File: src/rtl/mmio_bus_interconnect_if.sv
// Load/store bus between the core, the interconnect and its peripheral channels.
// The interconnect takes the slave view; the core/peripheral side takes the master view.
interface mmio_bus_interconnect_if #(
    parameter int NUM_SLAVES = 2,
    parameter int AW         = 32,
    parameter int DW         = 32
);
    logic                     req_valid;
    logic                     req_ready;
    logic                     req_we;
    logic [AW-1:0]            req_addr;
    logic [DW-1:0]            req_wdata;
    logic                     rsp_valid;
    logic [DW-1:0]            rsp_rdata;
    logic                     rsp_err;
    logic [NUM_SLAVES-1:0]    s_sel;
    logic                     s_we;
    logic [AW-1:0]            s_addr;
    logic [DW-1:0]            s_wdata;
    logic [NUM_SLAVES*DW-1:0] s_rdata;
    logic [NUM_SLAVES-1:0]    s_ack;

    modport slave (
        input  req_valid, req_we, req_addr, req_wdata, s_rdata, s_ack,
        output req_ready, rsp_valid, rsp_rdata, rsp_err, s_sel, s_we, s_addr, s_wdata
    );

    modport master (
        output req_valid, req_we, req_addr, req_wdata, s_rdata, s_ack,
        input  req_ready, rsp_valid, rsp_rdata, rsp_err, s_sel, s_we, s_addr, s_wdata
    );
endinterface

File: src/rtl/mmio_bus_interconnect.sv
// Memory-mapped interconnect: base/mask decode, one outstanding access, ack handshake,
// error response for unmapped addresses and an optional bus timeout.
module mmio_bus_interconnect #(
    parameter int                       NUM_SLAVES = 2,
    parameter int                       AW         = 32,
    parameter int                       DW         = 32,
    parameter logic [NUM_SLAVES*AW-1:0] SLAVE_BASE = {32'h0000_1000, 32'h0000_0000},
    parameter logic [NUM_SLAVES*AW-1:0] SLAVE_MASK = {32'hFFFF_FF00, 32'hFFFF_F000},
    parameter int                       TIMEOUT    = 16
) (
    input  logic                    clk,
    input  logic                    reset_n,
    mmio_bus_interconnect_if.slave  bus
);
    localparam logic [1:0] ST_IDLE   = 2'd0;
    localparam logic [1:0] ST_ACCESS = 2'd1;
    localparam logic [1:0] ST_RESP   = 2'd2;

    localparam int CW = (TIMEOUT > 0) ? $clog2(TIMEOUT + 1) : 1;
    localparam int IW = (NUM_SLAVES > 1) ? $clog2(NUM_SLAVES) : 1;
    localparam logic [CW-1:0] CNT_LAST = CW'((TIMEOUT > 0) ? TIMEOUT - 1 : 0);

    logic [1:0]            state_q, state_d;
    logic [CW-1:0]         cnt_q, cnt_d;
    logic [NUM_SLAVES-1:0] sel_q, sel_d;
    logic [IW-1:0]         idx_q, idx_d;
    logic                  we_q, we_d;
    logic [AW-1:0]         addr_q, addr_d;
    logic [DW-1:0]         wdata_q, wdata_d;
    logic                  ready_q, ready_d;
    logic                  rsp_valid_q, rsp_valid_d;
    logic [DW-1:0]         rdata_q, rdata_d;
    logic                  err_q, err_d;

    logic [NUM_SLAVES-1:0] hit;
    logic [AW-1:0]         offs [NUM_SLAVES];
    logic                  dec_hit;
    logic [IW-1:0]         dec_idx;
    logic                  ack_sel;
    logic [DW-1:0]         sel_rdata;

    for (genvar gi = 0; gi < NUM_SLAVES; gi++) begin : g_dec
        assign hit[gi]  = (bus.req_addr & SLAVE_MASK[gi*AW +: AW]) == SLAVE_BASE[gi*AW +: AW];
        assign offs[gi] = bus.req_addr & ~SLAVE_MASK[gi*AW +: AW];
    end

    // Scan downwards so the lowest matching index is the one left standing.
    always_comb begin
        dec_hit = 1'b0;
        dec_idx = '0;
        for (int i = NUM_SLAVES - 1; i >= 0; i--) begin
            if (hit[i]) begin
                dec_hit = 1'b1;
                dec_idx = IW'(i);
            end
        end
    end

    assign ack_sel   = bus.s_ack[idx_q];
    assign sel_rdata = bus.s_rdata[idx_q*DW +: DW];

    always_comb begin
        state_d     = state_q;
        cnt_d       = cnt_q;
        sel_d       = sel_q;
        idx_d       = idx_q;
        we_d        = we_q;
        addr_d      = addr_q;
        wdata_d     = wdata_q;
        rsp_valid_d = 1'b0;
        rdata_d     = rdata_q;
        err_d       = err_q;
        case (state_q)
            ST_IDLE: begin
                if (bus.req_valid) begin
                    if (dec_hit) begin
                        state_d = ST_ACCESS;
                        sel_d   = NUM_SLAVES'(1) << dec_idx;
                        idx_d   = dec_idx;
                        we_d    = bus.req_we;
                        addr_d  = offs[dec_idx];
                        wdata_d = bus.req_wdata;
                    end else begin
                        state_d     = ST_RESP;
                        rsp_valid_d = 1'b1;
                        rdata_d     = '0;
                        err_d       = 1'b1;
                    end
                end
            end
            ST_ACCESS: begin
                // An ack in the final timeout cycle still completes the access normally.
                if (ack_sel) begin
                    state_d     = ST_RESP;
                    rsp_valid_d = 1'b1;
                    rdata_d     = we_q ? '0 : sel_rdata;
                    err_d       = 1'b0;
                    sel_d       = '0;
                    we_d        = 1'b0;
                    cnt_d       = '0;
                end else if (TIMEOUT > 0 && cnt_q == CNT_LAST) begin
                    state_d     = ST_RESP;
                    rsp_valid_d = 1'b1;
                    rdata_d     = '0;
                    err_d       = 1'b1;
                    sel_d       = '0;
                    we_d        = 1'b0;
                    cnt_d       = '0;
                end else if (TIMEOUT > 0) begin
                    cnt_d = cnt_q + CW'(1);
                end
            end
            ST_RESP: begin
                state_d = ST_IDLE;
                cnt_d   = '0;
            end
            default: state_d = ST_IDLE;
        endcase
        ready_d = (state_d == ST_IDLE);
    end

    always_ff @(posedge clk or negedge reset_n) begin
        if (!reset_n) begin
            state_q     <= ST_IDLE;
            cnt_q       <= '0;
            sel_q       <= '0;
            idx_q       <= '0;
            we_q        <= 1'b0;
            addr_q      <= '0;
            wdata_q     <= '0;
            ready_q     <= 1'b1;
            rsp_valid_q <= 1'b0;
            rdata_q     <= '0;
            err_q       <= 1'b0;
        end else begin
            state_q     <= state_d;
            cnt_q       <= cnt_d;
            sel_q       <= sel_d;
            idx_q       <= idx_d;
            we_q        <= we_d;
            addr_q      <= addr_d;
            wdata_q     <= wdata_d;
            ready_q     <= ready_d;
            rsp_valid_q <= rsp_valid_d;
            rdata_q     <= rdata_d;
            err_q       <= err_d;
        end
    end

    assign bus.req_ready = ready_q;
    assign bus.rsp_valid = rsp_valid_q;
    assign bus.rsp_rdata = rdata_q;
    assign bus.rsp_err   = err_q;
    assign bus.s_sel     = sel_q;
    assign bus.s_we      = we_q;
    assign bus.s_addr    = addr_q;
    assign bus.s_wdata   = wdata_q;
endmodule
File: src/flat_wrapper.sv
// flat-port wrapper written by rule: the top's interface ports become plain ports
module mmio_bus_interconnect_flat 
#(
    parameter int                       NUM_SLAVES = 2,
    parameter int                       AW         = 32,
    parameter int                       DW         = 32,
    parameter logic [NUM_SLAVES*AW-1:0] SLAVE_BASE = {32'h0000_1000, 32'h0000_0000},
    parameter logic [NUM_SLAVES*AW-1:0] SLAVE_MASK = {32'hFFFF_FF00, 32'hFFFF_F000},
    parameter int                       TIMEOUT    = 16
)
  (clk, reset_n, bus_req_valid, bus_req_we, bus_req_addr, bus_req_wdata, bus_s_rdata, bus_s_ack, bus_req_ready, bus_rsp_valid, bus_rsp_rdata, bus_rsp_err, bus_s_sel, bus_s_we, bus_s_addr, bus_s_wdata);
  mmio_bus_interconnect_if #(.NUM_SLAVES(NUM_SLAVES), .AW(AW), .DW(DW)) bus_i ();
  input  logic clk;
  input  logic reset_n;
  input wire logic [$bits(bus_i.req_valid)-1:0] bus_req_valid;
  input wire logic [$bits(bus_i.req_we)-1:0] bus_req_we;
  input wire logic [$bits(bus_i.req_addr)-1:0] bus_req_addr;
  input wire logic [$bits(bus_i.req_wdata)-1:0] bus_req_wdata;
  input wire logic [$bits(bus_i.s_rdata)-1:0] bus_s_rdata;
  input wire logic [$bits(bus_i.s_ack)-1:0] bus_s_ack;
  output wire logic [$bits(bus_i.req_ready)-1:0] bus_req_ready;
  output wire logic [$bits(bus_i.rsp_valid)-1:0] bus_rsp_valid;
  output wire logic [$bits(bus_i.rsp_rdata)-1:0] bus_rsp_rdata;
  output wire logic [$bits(bus_i.rsp_err)-1:0] bus_rsp_err;
  output wire logic [$bits(bus_i.s_sel)-1:0] bus_s_sel;
  output wire logic [$bits(bus_i.s_we)-1:0] bus_s_we;
  output wire logic [$bits(bus_i.s_addr)-1:0] bus_s_addr;
  output wire logic [$bits(bus_i.s_wdata)-1:0] bus_s_wdata;
  assign bus_i.req_valid = bus_req_valid;
  assign bus_i.req_we = bus_req_we;
  assign bus_i.req_addr = bus_req_addr;
  assign bus_i.req_wdata = bus_req_wdata;
  assign bus_i.s_rdata = bus_s_rdata;
  assign bus_i.s_ack = bus_s_ack;
  assign bus_req_ready = bus_i.req_ready;
  assign bus_rsp_valid = bus_i.rsp_valid;
  assign bus_rsp_rdata = bus_i.rsp_rdata;
  assign bus_rsp_err = bus_i.rsp_err;
  assign bus_s_sel = bus_i.s_sel;
  assign bus_s_we = bus_i.s_we;
  assign bus_s_addr = bus_i.s_addr;
  assign bus_s_wdata = bus_i.s_wdata;
  mmio_bus_interconnect #(.NUM_SLAVES(NUM_SLAVES), .AW(AW), .DW(DW), .SLAVE_BASE(SLAVE_BASE), .SLAVE_MASK(SLAVE_MASK), .TIMEOUT(TIMEOUT)) u_core (.clk(clk), .reset_n(reset_n), .bus(bus_i));
endmodule
File: config.mk
export PLATFORM = sky130hd
export DESIGN_NAME = mmio_bus_interconnect_flat
export DESIGN_NICKNAME = d
export VERILOG_FILES = /design/src/rtl/mmio_bus_interconnect_if.sv /design/src/rtl/mmio_bus_interconnect.sv /design/src/flat_wrapper.sv
export SDC_FILE = /design/constraint.sdc
export NUM_CORES = 1
export LEC_CHECK = 0
export CAP_MARGIN = 20
export CORE_ASPECT_RATIO = 0.8
export CORE_MARGIN = 5
export CORE_UTILIZATION = 41
export CTS_CLUSTER_SIZE = 40
export DETAILED_ROUTE_END_ITERATION = 8
export PLACE_DENSITY = 0.91
export SYNTH_ARGS = -nofsm -noshare
export SYNTH_HDL_FRONTEND = slang
export SYNTH_SLANG_ARGS = --single-unit
File: constraint.sdc
create_clock -name clk -period 3.86 [get_ports clk]
set_input_delay 1.158 -clock clk [delete_from_list [all_inputs] [get_ports clk]]
set_output_delay 1.158 -clock clk [all_outputs]
set_load 0.02 [all_outputs]
; ---- After elaboration in Yosys (flattened, before gate mapping)
; Cells that the tools add are included.
[totals]
reg_bits = 110
input_bits = 134
output_inout_bits = 102
elab_cells = 75
[classes]
addsub = 1
order_cmp = 2
n_eq_ne = 8
shift = 2
n_mux = 42
bitwise_logic = 1
n_reduce_logical = 8
[ops]
columns = operator, count
row1 = 32-bit two-way mux, 7
row2 = 32-bit one-hot mux with 2 select lines, 1
row3 = 64-bit by 7-bit indexed part select with 32-bit output, 1
row4 = 32-bit zero test, 1
row5 = 24-bit by 5-bit equality test with 1-bit output (second input constant), 1
row6 = 1-bit two-way mux, 17
row7 = 2-bit two-way mux, 8
row8 = 12-bit two-way mux, 1
row9 = 5-bit two-way mux, 2
row10 = 5-bit one-hot mux with 2 select lines, 1
row11 = 2-bit one-hot mux with 2 select lines, 2
row12 = 4-bit AND reduction, 2
row13 = 1-bit one-hot mux with 2 select lines, 3
row14 = 5-bit by 1-bit adder with 5-bit output (second input constant), 1
row15 = 5-bit by 4-bit equality test with 1-bit output (second input constant), 1
row16 = 2-bit zero test, 2
row17 = 2-bit inequality test (second input constant), 2
row18 = 2-bit nonzero test, 2
row19 = 3-bit by 1-bit inequality test with 1-bit output (second input constant), 1
row20 = 3-bit AND reduction, 1
row21 = 2-bit by 1-bit equality test with 1-bit output (second input constant), 1
row22 = 2-bit equality test (second input constant), 1
row23 = 2-bit greater-or-equal comparator (second input constant), 1
row24 = 1-bit by 2-bit less-than comparator with 1-bit output (second input constant), 1
row25 = other kinds (3), 3

; ---- Logic depth before layout (Yosys ltp)
[logic_depth]
depth_word = 7
depth_mapped = 9
mapped_depth_nobuf = 7

; ---- Worst setup path after synthesis
; Ideal clock, no wire load.
[synth_path]
kind = input -> register
start = input bus_req_addr[9]
end = register u_core.sel_q[0], in the netlist u_core.bus.s_sel[0]
setup_time_ns = 0.121
t_arrival_ns = 2.826
required_ns = 3.739
slack_ns = 0.913
path_stages = 5
n_path_buf = 0
cell_sequence = or4_1 -> a211o_1 -> or3_4 -> a21o_1 -> a22o_1
[synth_between]
elab_chain_cells = 7
word_cells_on_any_way = 10
cone_classes = eq/ne (2) / shift (1) / mux (6) / reduce/logical (1)
[synth_lines]
columns = item, line_no
row1 = start: declaration, flat_wrapper.sv:17  ; input wire logic [$bits(bus_i.req_addr)-1:0] bus_req_addr;
row2 = 24-bit by 5-bit equality test with 1-bit output (*), mmio_bus_interconnect.sv:43  ; assign hit[gi] = (bus.req_addr & SLAVE_MASK[gi*AW +: AW]) == SLAVE_BASE[gi*AW +: AW];
row3 = 1-bit two-way mux (*), mmio_bus_interconnect.sv:52  ; if (hit[i]) begin
row4 = 1-bit two-way mux, mmio_bus_interconnect.sv:52
row5 = 1-bit by 1-bit << shifter with 2-bit output, mmio_bus_interconnect.sv:78  ; sel_d = NUM_SLAVES'(1) << dec_idx;
row6 = 2-bit two-way mux, mmio_bus_interconnect.sv:76  ; if (dec_hit) begin
row7 = 2-bit two-way mux, mmio_bus_interconnect.sv:75  ; if (bus.req_valid) begin
row8 = 2-bit one-hot mux with 2 select lines, mmio_bus_interconnect.sv:73  ; case (state_q)
row9 = end signal: assignment, mmio_bus_interconnect.sv:138  ; sel_q <= sel_d;
row10 = end: declaration, mmio_bus_interconnect.sv:25  ; logic [NUM_SLAVES-1:0] sel_q, sel_d;
; Mark *: on every way between the ends. The rest lies on a longest branch, timed or not. The select of a mux whose other input is x is not followed.
; A chain may end at the register's enable or synchronous reset.

; ---- Worst setup path after layout
[layout_path]
start = input bus_req_addr[9]
end = register u_core.addr_q[5], in the netlist u_core.bus.s_addr[5]
[layout_between]
elab_chain_cells = 4
[layout_lines]
columns = item, line_no
row1 = 24-bit by 5-bit equality test with 1-bit output, mmio_bus_interconnect.sv:43
row2 = 1-bit two-way mux (2 in a row), mmio_bus_interconnect.sv:52
row3 = 3-bit AND reduction (no line), --
row4 = end signal: assignment, mmio_bus_interconnect.sv:141  ; addr_q <= addr_d;
row5 = end: declaration, mmio_bus_interconnect.sv:28  ; logic [AW-1:0] addr_q, addr_d;
; No other way between the ends.

==> metrics.yaml <==
viasPerCell: 4.82
antenna_found_initial: 0
numCtsBuffers: 9
ys_seq_area_frac: 0.550
critPathMostFrequentCell: "nand2_1"
power_frac_comb: 0.131
period_share: 0.855
wl_um: 12300
die_w_um: 122
coreArea_um2: 9690
run_status: "complete, no violations"
tritoncts: "done"
seqPwrFrac: 0.460
path_cells: "clkdlybuf4s50_1 > or4_1 > a211o_1 > or3_4 > buf_4 > nand2_1 > nand2_1"
clockBufferDepth: 2
synth_seq_cells: 90
final_cell_area_um2: 6590
postSynthCellCount: 402
rows: 32
clk_pin_slew_ps: 60
cp_max_fo: 31
leakagePower_nw: 2.93
yosysWarnings: 0
die_y_um: 99.4
swShare: 0.223
place_area_um2: 6290
worstMarginPinSlew_ps: 778
setup_tns_ps: 0
most-common-layout-cells: "clkdlybuf4s50_1, nand2_1, dfrtp_1"
synth_area_um2: 4100
setup_viol: 0
h-tree-depth: 3
cts_sinks: 90
endpoint_kind: "flip-flop"
p_int_mw: 1.63
antenna_cells: 0
portBuffers: 215
ys_types: 36
final_cells: 753
power_density_nw_per_um2: 318
setup_ws_ps: 559
die_area_um2: 12100
hold_violations: 0
period_needed_ps: 3300
slowest_delay_ps: 560
fin_nets: 751
grt_overflow: 0
n_fill_cell: 760
rsz0062_at_grt: "no"
dpl.cell_count: 738
layout_commonest_cell: "clkdlybuf4s50_1"
slowest_stage: "or4_1"
fmax_mhz: 303
place_ws_ps: 226
dp_hpwl_um: 9810
crit_required_ps: 4070
grt_pass1_vias: 3805
ant_nets: 0
slew_viol_final: 0
critical_path_class: "in -> reg"
post_cts_resized: 0
syn_avg_cell_area_um2: 10.2
dr.pass1.iters: 4
drt_iter0_drc: 104
gp_congestion: 0.826
hold_class: "reg -> reg"
grt.total_usage: 0.199
crit_arrival_ps: 3510
start_util: 0.423
cap_violations: 0
root_buffer: "clkbuf_16"
cp_top_family: "simple AND/OR/NAND/NOR gates"
cp.buffers_inverters: 2
clk_latency_ps: 330
whs_ps: 467
num_vias: 3630
hold_buffers: 0
drcViolationCount: 0
startpoint_type: "input pin"
grt_pass1_wl_um: 19300
avgRoutedWirePerCell_um: 16.3
p_sw_mw: 0.466
cts_setup_buffers: 0
drive_above_1_share: 0.0470
io_pins: 236
irDropWorstVdd_uv: 250
slew_headroom: 0.482
grt_max_degree: 64
power_frac_clock: 0.409
fin_skew_ps: 8.01
area_growth_pct: 60.7
-- worst register-to-register path: cells and delay by family, from the launching register on --
family | cells | cell delay (ps)
adders and majority gates | 1 | 350
buffers and inverters | 2 | 380
DFF | 1 | 430
and+or+nand+nor | 4 | 970
-- state kept, by name (all words and copies together) (netlist names) --
register,flops
u_core.bus.req_ready,1
u_core.bus.s_addr,12
u_core.bus.rsp_err,1
u_core.bus.s_we,1
u_core.bus.rsp_rdata,32
u_core.bus.s_wdata,32
u_core.bus.s_sel,2
u_core.state_q,2
u_core.cnt_q,5
u_core.idx_q,1
u_core.bus.rsp_valid,1
-- power groups by stage --
stage | combinational (mW) | clock, mW | sequential [mW]
after floorplan | 0.103 | 0 | 0.983
after global placement | 0.264 | 0 | 0.980
after detailed placement | 0.273 | 0 | 0.980
after CTS | 0.274 | 0.885 | 0.963
after global routing | 0.296 | 0.927 | 0.964
final | 0.273 | 0.856 | 0.963
-- worst paths after layout --
path / slack (ps) / startpoint / cells past startpoint / endpoint
worst max-delay path: 560 / bus_req_addr[9] / 7 / u_core.bus.s_addr[5]
worst min-delay path: 470 / u_core.bus.s_wdata[4] / 2 / u_core.bus.s_wdata[4]
worst max register to register: 1610 / u_core.state_q[0] / 7 / u_core.bus.s_addr[5]
worst min register to register: 470 / u_core.bus.s_wdata[4] / 2 / u_core.bus.s_wdata[4]
max in group asynchronous: 2240 / reset_n / 2 / u_core.bus.rsp_rdata[17]
min in group asynchronous: 900 / reset_n / 1 / u_core.bus.s_wdata[30]
-- Yosys cell counts (all sizes together) --
| master | count | area, um2 |
|---|---|---|
| a21o | 2 | 15.0 |
| a211o | 3 | 26.3 |
| a22o | 1 | 8.76 |
| conb | 1 | 3.75 |
| ha | 4 | 50.1 |
| mux2 | 1 | 11.3 |
| and3 | 2 | 12.5 |
| or2 | 1 | 6.26 |
| buf | 35 | 258 |
| nor4b | 1 | 8.76 |
| o21bai | 1 | 7.51 |
| mux2i | 33 | 330 |
| clkbuf | 7 | 26.3 |
| nor2b | 1 | 6.26 |
| nor4 | 3 | 18.8 |
| or4 | 2 | 15.0 |
| nand2 | 141 | 529 |
| a21boi | 1 | 7.51 |
| nor2 | 7 | 26.3 |
| o22ai | 1 | 6.26 |
| o2bb2ai | 34 | 298 |
| a21oi | 3 | 15.0 |
| o31ai | 2 | 15.0 |
| or3 | 2 | 17.5 |
| nand3 | 6 | 30.0 |
| nand2b | 2 | 12.5 |
| o211ai | 1 | 7.51 |
| o21ai | 8 | 40.0 |
| dfrtp | 89 | 2230 |
| dfstp | 1 | 26.3 |
| nor3 | 1 | 16.3 |
| inv | 5 | 18.8 |
-- stage by stage --
stage,util,total power [mW]
final,0.680,2.09
after global routing,0.680,2.19
after CTS,0.680,2.12
after detailed placement,0.649,1.25
after global placement,0.649,1.24
after floorplan,-,1.09
-- cell type report --
type                       instances  area [um2]  area share
multi-input combinational        284        1610       0.245
sequential                        90        2250       0.342
tap                              136         170      0.0258
timing repair buffer             223        2230       0.339
clock buffer                      11         243      0.0369
inverter                           5        18.8     0.00285
clock inverter                     4        52.6     0.00798
-- layer usage --
layer,global-route usage,share of wire,up-vias
met4,0.0474,0.012,0
met5,0,0,-
met2,0.337,0.49,169
li1,-,-,1738
met3,0.0767,0.10,12
met1,0.241,0.39,1711
-- logic make-up after synthesis --
group / count (synthesis) / share of synthesized area
flops: 90 / 0.550
compound gates: 57 / 0.109
other cells: 1 / 0.000915
simple gates: 169 / 0.171
fa+ha+maj: 4 / 0.0122
mux: 34 / 0.0834
buf+inv: 47 / 0.0739
Power figures use the tool's default switching activity.
